$ cat src/rtl/conv_pkg.sv
`default_nettype none
// ============================================================================
// Module   : conv_pkg
// Purpose  : Shared constants for the 3x3 convolution datapath: command flag
//            bit positions, data/address widths, kernel taps and bias.
// Revision : 1.0 - initial release
// ============================================================================
package conv_pkg;

  // One-hot command flag layout
  localparam int CMD_FLAG_W = 6;
  localparam int CMD_SET    = 0;
  localparam int CMD_READ   = 1;
  localparam int CMD_MULT   = 2;
  localparam int CMD_ROUND  = 3;
  localparam int CMD_ADD    = 4;
  localparam int CMD_WRITE  = 5;

  // Widths
  localparam int DATA_W  = 20;   // signed 4.16 pixel / coefficient
  localparam int PROD_W  = 40;   // signed 8.32 product
  localparam int ACC_W   = 44;   // signed accumulator
  localparam int ADDR_W  = 12;   // {row[5:0], col[5:0]}
  localparam int COORD_W = 6;
  localparam int CNT_W   = 4;

  // 3x3 kernel in raster order (signed 4.16)
  localparam logic [DATA_W-1:0] K [0:8] = '{
    20'h00001, 20'h02000, 20'hFF000,
    20'h04000, 20'h10000, 20'h04000,
    20'hFE000, 20'h02000, 20'h00800
  };

  // Bias added after rounding (signed 4.16)
  localparam logic [DATA_W-1:0] BIAS = 20'h01000;

endpackage
`default_nettype wire

$ cat src/rtl/conv_addr_gen.sv
`default_nettype none
// ============================================================================
// Module   : conv_addr_gen
// Purpose  : Maps a tap index (0..8, raster order) around a centre pixel to
//            an image address and flags taps that fall outside the 64x64
//            image (zero padding).
// Ports    : crow, ccol - centre coordinates
//            idx        - tap index; values above 8 report invalid
//            addr       - {row, col} of the tap (meaningful when valid)
//            valid      - tap lies inside the image
// Revision : 1.0 - initial release
// ============================================================================
module conv_addr_gen
  import conv_pkg::*;
(
  input  logic [COORD_W-1:0] crow,
  input  logic [COORD_W-1:0] ccol,
  input  logic [CNT_W-1:0]   idx,
  output logic [ADDR_W-1:0]  addr,
  output logic               valid
);

  localparam logic [COORD_W-1:0] c_edge_max = '1;

  logic [1:0]         w_dr;
  logic [1:0]         w_dc;
  logic               w_idx_ok;
  logic [COORD_W-1:0] w_row;
  logic [COORD_W-1:0] w_col;
  logic               w_row_ok;
  logic               w_col_ok;

  // Offsets are stored +1 (0..2) so the arithmetic stays unsigned
  always_comb begin
    w_dr     = 2'd0;
    w_dc     = 2'd0;
    w_idx_ok = 1'b1;
    case (idx)
      4'd0:    begin w_dr = 2'd0; w_dc = 2'd0; end
      4'd1:    begin w_dr = 2'd0; w_dc = 2'd1; end
      4'd2:    begin w_dr = 2'd0; w_dc = 2'd2; end
      4'd3:    begin w_dr = 2'd1; w_dc = 2'd0; end
      4'd4:    begin w_dr = 2'd1; w_dc = 2'd1; end
      4'd5:    begin w_dr = 2'd1; w_dc = 2'd2; end
      4'd6:    begin w_dr = 2'd2; w_dc = 2'd0; end
      4'd7:    begin w_dr = 2'd2; w_dc = 2'd1; end
      4'd8:    begin w_dr = 2'd2; w_dc = 2'd2; end
      default: w_idx_ok = 1'b0;
    endcase
  end

  // Wraps harmlessly at the border; the valid flag masks those cases
  assign w_row = crow + {{(COORD_W-2){1'b0}}, w_dr} - COORD_W'(1);
  assign w_col = ccol + {{(COORD_W-2){1'b0}}, w_dc} - COORD_W'(1);

  assign w_row_ok = !((crow == '0 && w_dr == 2'd0) || (crow == c_edge_max && w_dr == 2'd2));
  assign w_col_ok = !((ccol == '0 && w_dc == 2'd0) || (ccol == c_edge_max && w_dc == 2'd2));

  assign addr  = {w_row, w_col};
  assign valid = w_idx_ok && w_row_ok && w_col_ok;

endmodule
`default_nettype wire

$ cat src/rtl/conv_dp.sv
`default_nettype none
// ============================================================================
// Module   : conv_dp
// Purpose  : Command-driven 3x3 convolution datapath. An external controller
//            issues one-hot commands (SET, READ, MULT, ROUND, ADD, WRITE) and
//            clears the step counter between them with dp_cnt_rst.
// Ports    : clk, reset (sync, active-high)
//            cmd_flags, dp_cnt_rst        - command and step-counter clear
//            *_done, write_*_done         - combinational completion flags
//            iaddr / idata                - image read port (1-cycle latency)
//            cwr, caddr_wr, cdata_wr, csel - layer-memory write port
// Config   : CONV_RELU_EN - when defined, ADD clamps negative results to 0
// Revision : 1.0 - initial release
// ============================================================================
module conv_dp
  import conv_pkg::*;
(
  input  logic                  clk,
  input  logic                  reset,
  input  logic [CMD_FLAG_W-1:0] cmd_flags,
  input  logic                  dp_cnt_rst,
  output logic                  set_done,
  output logic                  read_done,
  output logic                  mult_done,
  output logic                  round_done,
  output logic                  add_done,
  output logic                  write_nyet_done,
  output logic                  write_all_done,
  output logic [ADDR_W-1:0]     iaddr,
  input  logic [DATA_W-1:0]     idata,
  output logic                  cwr,
  output logic [ADDR_W-1:0]     caddr_wr,
  output logic [DATA_W-1:0]     cdata_wr,
  output logic [2:0]            csel
);

  localparam logic [CNT_W-1:0]   c_cnt_max   = '1;
  localparam logic [CNT_W-1:0]   c_last_tap  = 4'd8;
  localparam logic [CNT_W-1:0]   c_read_end  = 4'd9;
  localparam logic [COORD_W-1:0] c_coord_max = '1;
  localparam logic [2:0]         c_csel_l0   = 3'b001;

  logic [CNT_W-1:0]          r_cnt;
  logic [COORD_W-1:0]        r_prow, r_pcol;   // output position
  logic [COORD_W-1:0]        r_crow, r_ccol;   // centre latched by SET
  logic [ACC_W-1:0]          r_acc;
  logic [DATA_W-1:0]         r_res;
  logic [8:0][DATA_W-1:0]    r_tap;
  logic [ADDR_W-1:0]         r_iaddr;
  logic                      r_pad_prev;       // tap requested last cycle was padding

  logic                      w_one_hot, w_go, w_first;
  logic                      w_set, w_read, w_mult, w_round, w_add, w_write;
  logic                      w_wr_fire, w_pos_last;
  logic [CNT_W-1:0]          w_tap_idx, w_cap_idx;
  logic [ADDR_W-1:0]         w_tap_addr, w_iaddr;
  logic                      w_tap_valid;
  logic [DATA_W-1:0]         w_tap, w_coef, w_sum, w_res_add;
  logic signed [PROD_W-1:0]  w_prod;
  logic [DATA_W-1:0]         w_rounded;

  // Illegal (zero or multi-hot) commands and a pending counter clear both
  // freeze the datapath; reset also blocks any command side effect.
  assign w_one_hot = (cmd_flags != '0) &&
                     ((cmd_flags & (cmd_flags - CMD_FLAG_W'(1))) == '0);
  assign w_go      = w_one_hot && !dp_cnt_rst && !reset;
  assign w_first   = (r_cnt == '0);

  assign w_set   = w_go && cmd_flags[CMD_SET];
  assign w_read  = w_go && cmd_flags[CMD_READ];
  assign w_mult  = w_go && cmd_flags[CMD_MULT];
  assign w_round = w_go && cmd_flags[CMD_ROUND];
  assign w_add   = w_go && cmd_flags[CMD_ADD];
  assign w_write = w_go && cmd_flags[CMD_WRITE];

  conv_addr_gen u_addr_gen (
    .crow  (r_crow),
    .ccol  (r_ccol),
    .idx   (r_cnt),
    .addr  (w_tap_addr),
    .valid (w_tap_valid)
  );

  // Padding taps leave the address bus where it was
  assign w_iaddr = (w_read && r_cnt <= c_last_tap && w_tap_valid) ? w_tap_addr : r_iaddr;
  assign iaddr   = w_iaddr;

  assign w_tap_idx = (r_cnt <= c_last_tap) ? r_cnt : '0;
  assign w_cap_idx = r_cnt - CNT_W'(1);
  assign w_tap     = r_tap[w_tap_idx];
  assign w_coef    = K[w_tap_idx];
  assign w_prod    = $signed({{(PROD_W-DATA_W){w_tap[DATA_W-1]}},  w_tap}) *
                     $signed({{(PROD_W-DATA_W){w_coef[DATA_W-1]}}, w_coef});

  // (acc + 2^15) >> 16, keeping 20 bits: the carry into bit 16 is acc[15]
  assign w_rounded = r_acc[DATA_W+15:16] + {{(DATA_W-1){1'b0}}, r_acc[15]};

  assign w_sum = r_res + BIAS;
`ifdef CONV_RELU_EN
  assign w_res_add = w_sum[DATA_W-1] ? '0 : w_sum;
`else
  assign w_res_add = w_sum;
`endif

  assign w_pos_last = (r_prow == c_coord_max) && (r_pcol == c_coord_max);
  assign w_wr_fire  = w_write && w_first;

  assign set_done        = w_set   && w_first;
  assign read_done       = w_read  && (r_cnt == c_read_end);
  assign mult_done       = w_mult  && (r_cnt == c_last_tap);
  assign round_done      = w_round && w_first;
  assign add_done        = w_add   && w_first;
  assign write_all_done  = w_wr_fire &&  w_pos_last;
  assign write_nyet_done = w_wr_fire && !w_pos_last;

  assign cwr      = w_wr_fire;
  assign caddr_wr = w_wr_fire ? {r_prow, r_pcol} : '0;
  assign cdata_wr = w_wr_fire ? r_res : '0;
  assign csel     = w_wr_fire ? c_csel_l0 : 3'b000;

  always_ff @(posedge clk) begin
    if (reset) begin
      r_cnt      <= '0;
      r_prow     <= '0;
      r_pcol     <= '0;
      r_crow     <= '0;
      r_ccol     <= '0;
      r_acc      <= '0;
      r_res      <= '0;
      r_tap      <= '0;
      r_iaddr    <= '0;
      r_pad_prev <= 1'b0;
    end else begin
      if (dp_cnt_rst) begin
        r_cnt <= '0;
      end else if (w_go && r_cnt != c_cnt_max) begin
        r_cnt <= r_cnt + CNT_W'(1);
      end

      r_iaddr <= w_iaddr;

      if (w_set && w_first) begin
        r_crow <= r_prow;
        r_ccol <= r_pcol;
        r_acc  <= '0;
      end

      // idata answers the address issued one step earlier
      if (w_read) begin
        if (r_cnt <= c_last_tap) begin
          r_pad_prev <= !w_tap_valid;
        end
        if (r_cnt != '0 && r_cnt <= c_read_end) begin
          r_tap[w_cap_idx] <= r_pad_prev ? '0 : idata;
        end
      end

      if (w_mult && r_cnt <= c_last_tap) begin
        r_acc <= r_acc + {{(ACC_W-PROD_W){w_prod[PROD_W-1]}}, w_prod};
      end

      if (w_round && w_first) begin
        r_res <= w_rounded;
      end

      if (w_add && w_first) begin
        r_res <= w_res_add;
      end

      if (w_wr_fire) begin
        if (r_pcol == c_coord_max) begin
          r_pcol <= '0;
          r_prow <= r_prow + COORD_W'(1);
        end else begin
          r_pcol <= r_pcol + COORD_W'(1);
        end
      end
    end
  end

endmodule
`default_nettype wire

$ cat config.mk
export PLATFORM = sky130hd
export DESIGN_NAME = conv_dp
export DESIGN_NICKNAME = d
export VERILOG_FILES = /design/src/rtl/conv_pkg.sv /design/src/rtl/conv_addr_gen.sv /design/src/rtl/conv_dp.sv
export SDC_FILE = /design/constraint.sdc
export NUM_CORES = 1
export LEC_CHECK = 0
export BUFFER_PORTS_ARGS = -buffer_cell sky130_fd_sc_hd__buf_2
export CAP_MARGIN = 40
export CORE_MARGIN = 1
export CORE_UTILIZATION = 54
export CTS_BUF_LIST = sky130_fd_sc_hd__clkbuf_8
export CTS_CLUSTER_DIAMETER = 100
export DETAILED_ROUTE_END_ITERATION = 7
export PLACE_DENSITY_LB_ADDON = 0.25
export SLEW_MARGIN = 0
export SYNTH_ARGS = -nofsm -noshare
export SYNTH_HDL_FRONTEND = slang
export SYNTH_SLANG_ARGS = --single-unit
export TNS_END_PERCENT = 1
$ cat constraint.sdc
create_clock -name clk -period 15.3 [get_ports clk]
set_input_delay 2.295 -clock clk [delete_from_list [all_inputs] [get_ports clk]]
set_output_delay 2.295 -clock clk [all_outputs]
set_load 0.005 [all_outputs]
; ---- After elaboration in Yosys (flattened, before gate mapping)
; Memory sizes are Yosys's and may differ from the RTL's.
; Cells that the tools add are included.
; Widths: inputs -> output; s select.
[word_totals]
mem_bits_ro = 320
ff_bits = 285
elab_cells = 134
out_inout_bits = 55
n_memories = 1
[memory_table]
columns = memory, words, word_bits, rd, rd_ports_with_merged_regs, write_ports, line
row1 = (no name shown), 16, 20, 1, 0, 0, conv_dp.sv:91  ; assign w_coef = K[w_tap_idx];
[classes]
n_mul = 1
eq_ne = 16
mux = 21
n_addsub = 12
n_lt_le_gt_ge = 6
bitwise_logic = 2
reduce_logical = 57
[ops]
columns = op, n
row1 = $bwmux 180, 1
row2 = $mux 20, 8
row3 = $mux 44, 2
row4 = $bmux 20 s4, 1
row5 = $demux 20 s4, 1
row6 = $add 44x44->44, 1
row7 = $mul 20x20->40, 1
row8 = $logic_and 1x1->1, 30
row9 = $eq 6x6->1 const B, 4
row10 = $mux 12, 2
row11 = $add 20x1->20, 1
row12 = $add 20x13->20 const B, 1
row13 = $logic_not 6->1, 3
row14 = $sub 6x1->6 const B, 3
row15 = $eq 4x3->1 const B, 4
row16 = $add 6x1->6 const B, 2
row17 = $add 6x2->6, 2
row18 = $reduce_or 3->1, 4
row19 = $lt 4x5->1 const B, 2
row20 = $reduce_or 9->1, 1
row21 = $eq 4x2->1 const B, 2
row22 = $eq 4x4->1 const B, 2
row23 = $le 4x4->1 const B, 2
row24 = $pmux 2 s2, 2
row25 = other kinds (21), 33

; ---- Logic depth before layout (Yosys ltp)
[depth]
word_depth = 11
depth_mapped = 44
depth_no_buf = 40

; ---- Modules after synthesis
; A second synthesis with hierarchy kept.
[hier_totals]
cells_unflattened = 2485
area_unflattened_um2 = 20797.4
[by_module_without_submodules]
columns = module, area_each_um2, n_inst, cells_each, seq_area_each_um2
row1 = conv_dp, 20084.3, 1, 2391, 5545.3
row2 = conv_addr_gen, 713.2, 1, 94, 0.0

; ---- Worst setup path after synthesis
; OpenSTA, ideal clock, no wires.
[synth_path]
path_type = register to register
start = reg r_cnt[0]
end = reg r_acc[35]
arrival_ns = 9.868
n_path_buf = 5
setup_time_ns = 0.071
setup_slack_ns = 5.361
stages_incl_launch_ff = 40
cell_sequence = dfxtp_1 > inv_1 > ha_1 > nand2b_4 > a21oi_4 > inv_2 > buf_4 > buf_2 > buf_2 > ha_1 > clkbuf_1 > nand2_1 > nor2_1 > nor2_1 > clkbuf_1 > nor2_1 > fa_1 > fa_1 > [4 not listed] > fa_1 > ha_1 > or4_1 > o22ai_1 > o21ai_1 > o21a_1 > nor2_1 > xnor2_1 > ha_1 > nand3_1 > or3_1 > o211ai_1 > a31oi_1 > o21ai_1 > nor4_1 > a211oi_1 > xnor3_1 > o21ai_1
[synth_via]
elab_chain_cells = 9
elab_cells_between_ends = 15
[synth_lines]
columns = element, line
row1 = from (decl), conv_dp.sv:43  ; logic [CNT_W-1:0] r_cnt;
row2 = from (signal assigned), conv_dp.sv:137  ; r_cnt <= r_cnt + CNT_W'(1);
row3 = $le 4x4->1, "conv_dp.sv:88, conv_dp.sv:158"
row4 = $mux 4, conv_dp.sv:88  ; assign w_tap_idx = (r_cnt <= c_last_tap) ? r_cnt : '0;
row5 = $not 4->5 (implied by the code), conv_dp.sv:91
row6 = $mem_v2 16x20, n/a
row7 = $mux 20 (implied by the code) (2 in series), conv_dp.sv:91
row8 = $mul 20x20->40, conv_dp.sv:92  ; assign w_prod = $signed({{(PROD_W-DATA_W){w_tap[DATA_W-1]}}, w_tap}) *
row9 = $add 44x44->44, conv_dp.sv:159  ; r_acc <= r_acc + {{(ACC_W-PROD_W){w_prod[PROD_W-1]}}, w_prod};
row10 = $mux 44, conv_dp.sv:158  ; if (w_mult && r_cnt <= c_last_tap) begin
row11 = to (signal assigned), conv_dp.sv:159
row12 = to (decl), conv_dp.sv:46  ; logic [ACC_W-1:0] r_acc;
; Several ways; a longest one is shown, not always the timed one. The select of a mux whose other input is x is not followed.
; A chain may end at the register's enable or synchronous reset.

; ---- Final worst setup path
; Same ends and word-level chain as after synthesis.

==> results.txt <==
----------------------------------------------------
[Clocking]
  Post-CTS Hold Buffers ... 0
  Clock slew at the register clock pins of the worst setup and hold paths ... 0.07 ns
  Count of clock tree sinks ... 277
  Clock insertion delay at the later pin of the skew report ... 0.63 ns
  CTS tree ... yes
  Post-CTS repair timing setup buffer count ... 0
  Cts bufs inserted ... 48
  H-Tree Depth ... 2
  Clock root buffer ... sky130_fd_sc_hd__clkbuf_8
  Clock buffer depth ... 3
  Post-cts gate resize count ... 0

[Logic synthesis]
  Area of the mapped netlist ... 21000 um2
  Number of unique standard cell types used by synthesis ... 75
  Count of mapped cells out of synthesis ... between 2k and 2.5k
  Post-synthesis sequential area ratio ... 0.264
  Register bit count reported by yosys ... 277
  Post-synthesis average cell area ... 8.40 um2
  Number of synthesized flops with an enable pin ... 0
  Async set-reset flop share out of synthesis ... 0
  Dominant synthesized flop cell ... sky130_fd_sc_hd__dfxtp_1
  Count of synthesis-stage warnings from yosys ... 0

[Hold path]
  Worst hold path type ... flip-flop to flip-flop
  Worst Min Path Start ... r_res[1]
  Hold-critical path depth ... 2
  Worst Hold Endpoint ... r_res[1]

[Finish]
  Layout Utilization ... 0.600
  Layout fillers ... 3420
  Growth of design area from synthesis to finish ... 8.47%
  N_diodes ... 0
  Fraction of layout instances using a drive strength above 1 ... 0.0925
  Number of nets in the finished design ... 2865

[Drt]
  DRC ... 0
  DRT Pass-1 Iters ... 6
  Detail Route Antenna Nets ... 0
  Length of routed wiring on met1 ... 24700 um
  Drt via density ... 5.72
  Starting DRT DRC Count ... 1344
  Via count ... 17.6k
  Wirelength per Cell ... 18.2 um
  Total wire length ... ~56000 um
  Met3 wire length ... 3580 um
  Highest metal layer used by the detailed router ... met4
  Met2 Routed Length ... 25800 um

[STA]
  Number of pins exceeding their max-slew limit in the final report ... 0
  Hold violation total from the final report ... 0
  Crit path time final ... around 12 ns
  Final-report setup violation count ... 0
  Total negative slack for setup checks ... 0 ns
  Maximum clock rate ... just under 90 MHz
  Worst Slack Setup Final ... 3.76 ns
  Share of the clock period used by the worst path ... 0.754
  Headroom to the max-slew limit ... 0.392
  Slew of the pin with the lowest slew margin ... 0.910 ns
  Setup repair after global routing missed its margin ... no
  Fin Clk Skew ... 0.0351 ns

[Global route]
  Number of global-route vias before repair ... ~17k
  Number of antenna violations at the first check in global routing ... 0
  Total global routing track utilization ... 0.287
  Grt ovf ... 0
  Largest net degree at the start of global routing ... 93
  Global-route wire length before repair ... around 90000 um

[Power]
  Power density normalized to cell area ... 63.5 nW/um2
  Post-layout total power ... around 0.0014 W
  Logic gate share of total power ... 0.030
  Reg power frac ... 0.499
  Peak VDD IR ... between 0.09 and 0.1 mV
  Clock share of power ... 0.471
  Net Sw Frac ... 0.241
  Pint ... roughly 0.0011 W
  Power spent charging and discharging nets ... 0.000349 W
  Leakage power of the design ... 10.6 nW

[Worst setup path]
  Capturing point of the worst reg2reg path ... r_acc[35]
  Kind of launch point of the worst setup path ... flip-flop
  Worst Path Max Fanout ... 36
  Max incr delay on CP ... 0.72 ns
  Crit end category ... flip-flop
  Register-to-Register Setup Slack ... ~3.8 ns
  Data arrival, critical path ... 12.09 ns
  Cell with the most instances on the worst path ... sky130_fd_sc_hd__fa_1
  Required time at the worst-slack endpoint ... 15.85 ns
  Crit Path Category ... flip-flop to flip-flop
  Library cell contributing the largest single delay on the critical path ... sky130_fd_sc_hd__dfxtp_1
  Cell depth of the worst flop-to-flop path ... 36
  Worst R2R Start ... r_cnt[0]

[Job]
  Max-cap violation count ... 0

[Placement]
  IO buf count ... 81
  HPWL after detailed placement ... 41700 um
  Setup WS pre-CTS ... roughly 3.8 ns
  Last weighted congestion value of the routability-driven placer ... 0.970

[Floorplan]
  Area enclosed by the die boundary ... 39600 um2
  Starting density of the core ... 0.553
  Width of the die ... between 150 and 200 um
  Standard cell core area ... about 38000 um2
  Die Span Y ... 199 um
  Number of I/O pins ... 84
  FP Rows ... 71

[Outcome]
  Outcome ... complete, no violations

----------------------------------------------------
## metal layers
metal | GRT usage | up-vias
li1 | - | 8424
met1 | 0.395 | 8486
met2 | 0.460 | 552
met3 | 0.0407 | 118
met4 | 0.103 | 0
met5 | 0 | -
## logic make-up after synthesis
logic type	count (synthesis)	synth area share
multiplexers	108	0.0686
XOR/XNOR	98	0.0416
buffers and inverters	336	0.0626
flip-flops	277	0.264
adder cells (fa/ha/maj)	306	0.237
other	1	0.000179
AO/OA/AOI/OAI	439	0.128
AND/OR/NAND/NOR	933	0.198
## critical path: cells and delay by family, from the launching register on
kind	cells	cell delay (ns)
compound gates	11	2.56
xor+xnor	2	0.54
fa+ha+maj	10	4.38
buf+inv	4	1.05
flops	1	0.72
mux	1	0.52
simple gates	8	1.62
## through the flow
stage                     hold WS [ns]  cells  area (um2)
after floorplan                  0.432   2499       21000
after global placement           0.443   2985       21700
after detailed placement         0.444   2992       21800
after CTS                        0.451   3074       22800
after global routing             0.488   3074       22800
final                            0.451   3074       22800
## synth_stat cells, types with 4 or more instances
cell / count / area (um2)
sky130_fd_sc_hd__xnor2_1: 71 / 622
sky130_fd_sc_hd__o221ai_1: 5 / 43.8
sky130_fd_sc_hd__a32oi_1: 5 / 43.8
sky130_fd_sc_hd__o21bai_1: 11 / 82.6
sky130_fd_sc_hd__a221oi_1: 7 / 61.3
sky130_fd_sc_hd__o22ai_1: 4 / 25.0
sky130_fd_sc_hd__xor2_1: 26 / 228
sky130_fd_sc_hd__buf_2: 21 / 105
sky130_fd_sc_hd__and4_1: 5 / 43.8
sky130_fd_sc_hd__ha_1: 153 / 1910
sky130_fd_sc_hd__buf_1: 7 / 26.3
sky130_fd_sc_hd__mux2_2: 4 / 45.0
sky130_fd_sc_hd__a22oi_1: 31 / 233
sky130_fd_sc_hd__nor2b_1: 55 / 344
sky130_fd_sc_hd__clkbuf_1: 98 / 368
sky130_fd_sc_hd__a21o_1: 16 / 120
sky130_fd_sc_hd__inv_1: 200 / 751
sky130_fd_sc_hd__a21oi_1: 203 / 1020
sky130_fd_sc_hd__nor3b_1: 6 / 45.0
sky130_fd_sc_hd__and2_1: 9 / 56.3
sky130_fd_sc_hd__a21boi_0: 5 / 37.5
sky130_fd_sc_hd__nand4_1: 19 / 119
sky130_fd_sc_hd__nand3_1: 42 / 210
sky130_fd_sc_hd__o211ai_1: 9 / 67.6
sky130_fd_sc_hd__nor3_1: 23 / 115
sky130_fd_sc_hd__a31oi_1: 25 / 156
sky130_fd_sc_hd__dfxtp_1: 277 / 5550
sky130_fd_sc_hd__and3_1: 50 / 313
sky130_fd_sc_hd__nor2_1: 477 / 1790
sky130_fd_sc_hd__o21ai_1: 5 / 25.0
sky130_fd_sc_hd__fa_1: 152 / 3040
sky130_fd_sc_hd__nand2_1: 188 / 706
sky130_fd_sc_hd__nand2b_1: 34 / 213
sky130_fd_sc_hd__buf_4: 5 / 37.5
sky130_fd_sc_hd__or3_1: 7 / 43.8
sky130_fd_sc_hd__mux2i_1: 75 / 751
sky130_fd_sc_hd__o21ai_0: 62 / 310
sky130_fd_sc_hd__a211oi_1: 21 / 158
sky130_fd_sc_hd__mux4_2: 28 / 631
sky130_fd_sc_hd__o21a_1: 8 / 60.1
## flip-flops by register name, summed over array words and instances (netlist names)
register / flops
r_ccol: 6
r_cnt: 4
r_acc: 36
r_pad_prev: 1
r_prow: 6
r_res: 20
r_tap: 180
r_pcol: 6
r_iaddr: 12
r_crow: 6
## layout make-up
type                    count  area, um2  area share
well taps                 511        639      0.0281
clock buffers              59        812      0.0357
flip-flops and latches    277       5550       0.244
repair buffers            114        719      0.0316
inverters                 204        766      0.0336
clock inverters            23        139     0.00610
multi-input cells        1886      14100       0.621
## worst max-delay path by stage
stage	startpoint	end	slack, ns	cells after the start
floorplan	r_cnt[0]	r_acc[35]	5.36	39
global placement	r_cnt[0]	r_acc[35]	3.83	38
detailed placement	r_cnt[0]	r_acc[35]	3.83	39
CTS	r_cnt[0]	r_acc[35]	3.82	36
global route	r_cnt[0]	r_acc[35]	3.07	39
finish	r_cnt[0]	r_acc[35]	3.76	36
## power groups by stage
stage	sequential, W	combinational (W)	clock [W]
after detailed placement	0.000738	0.0000419	0
after floorplan	0.000738	0.0000261	0
after CTS	0.000722	0.0000420	0.000693
after global placement	0.000738	0.0000395	0
after global routing	0.000722	0.0000460	0.000728
final	0.000722	0.0000428	0.000681
## cells in the final DEF, fill, tap and decap left out, types with 54 or more instances in the layout
master	instances
sky130_fd_sc_hd__a21oi_1	203
sky130_fd_sc_hd__buf_2	81
sky130_fd_sc_hd__clkbuf_8	60
sky130_fd_sc_hd__dfxtp_1	277
sky130_fd_sc_hd__fa_1	152
sky130_fd_sc_hd__ha_1	153
sky130_fd_sc_hd__inv_1	214
sky130_fd_sc_hd__mux2i_1	75
sky130_fd_sc_hd__nand2_1	188
sky130_fd_sc_hd__nor2_1	475
sky130_fd_sc_hd__nor2b_1	54
sky130_fd_sc_hd__o21ai_0	62
sky130_fd_sc_hd__xnor2_1	71
(Power assumes the default switching activity.)
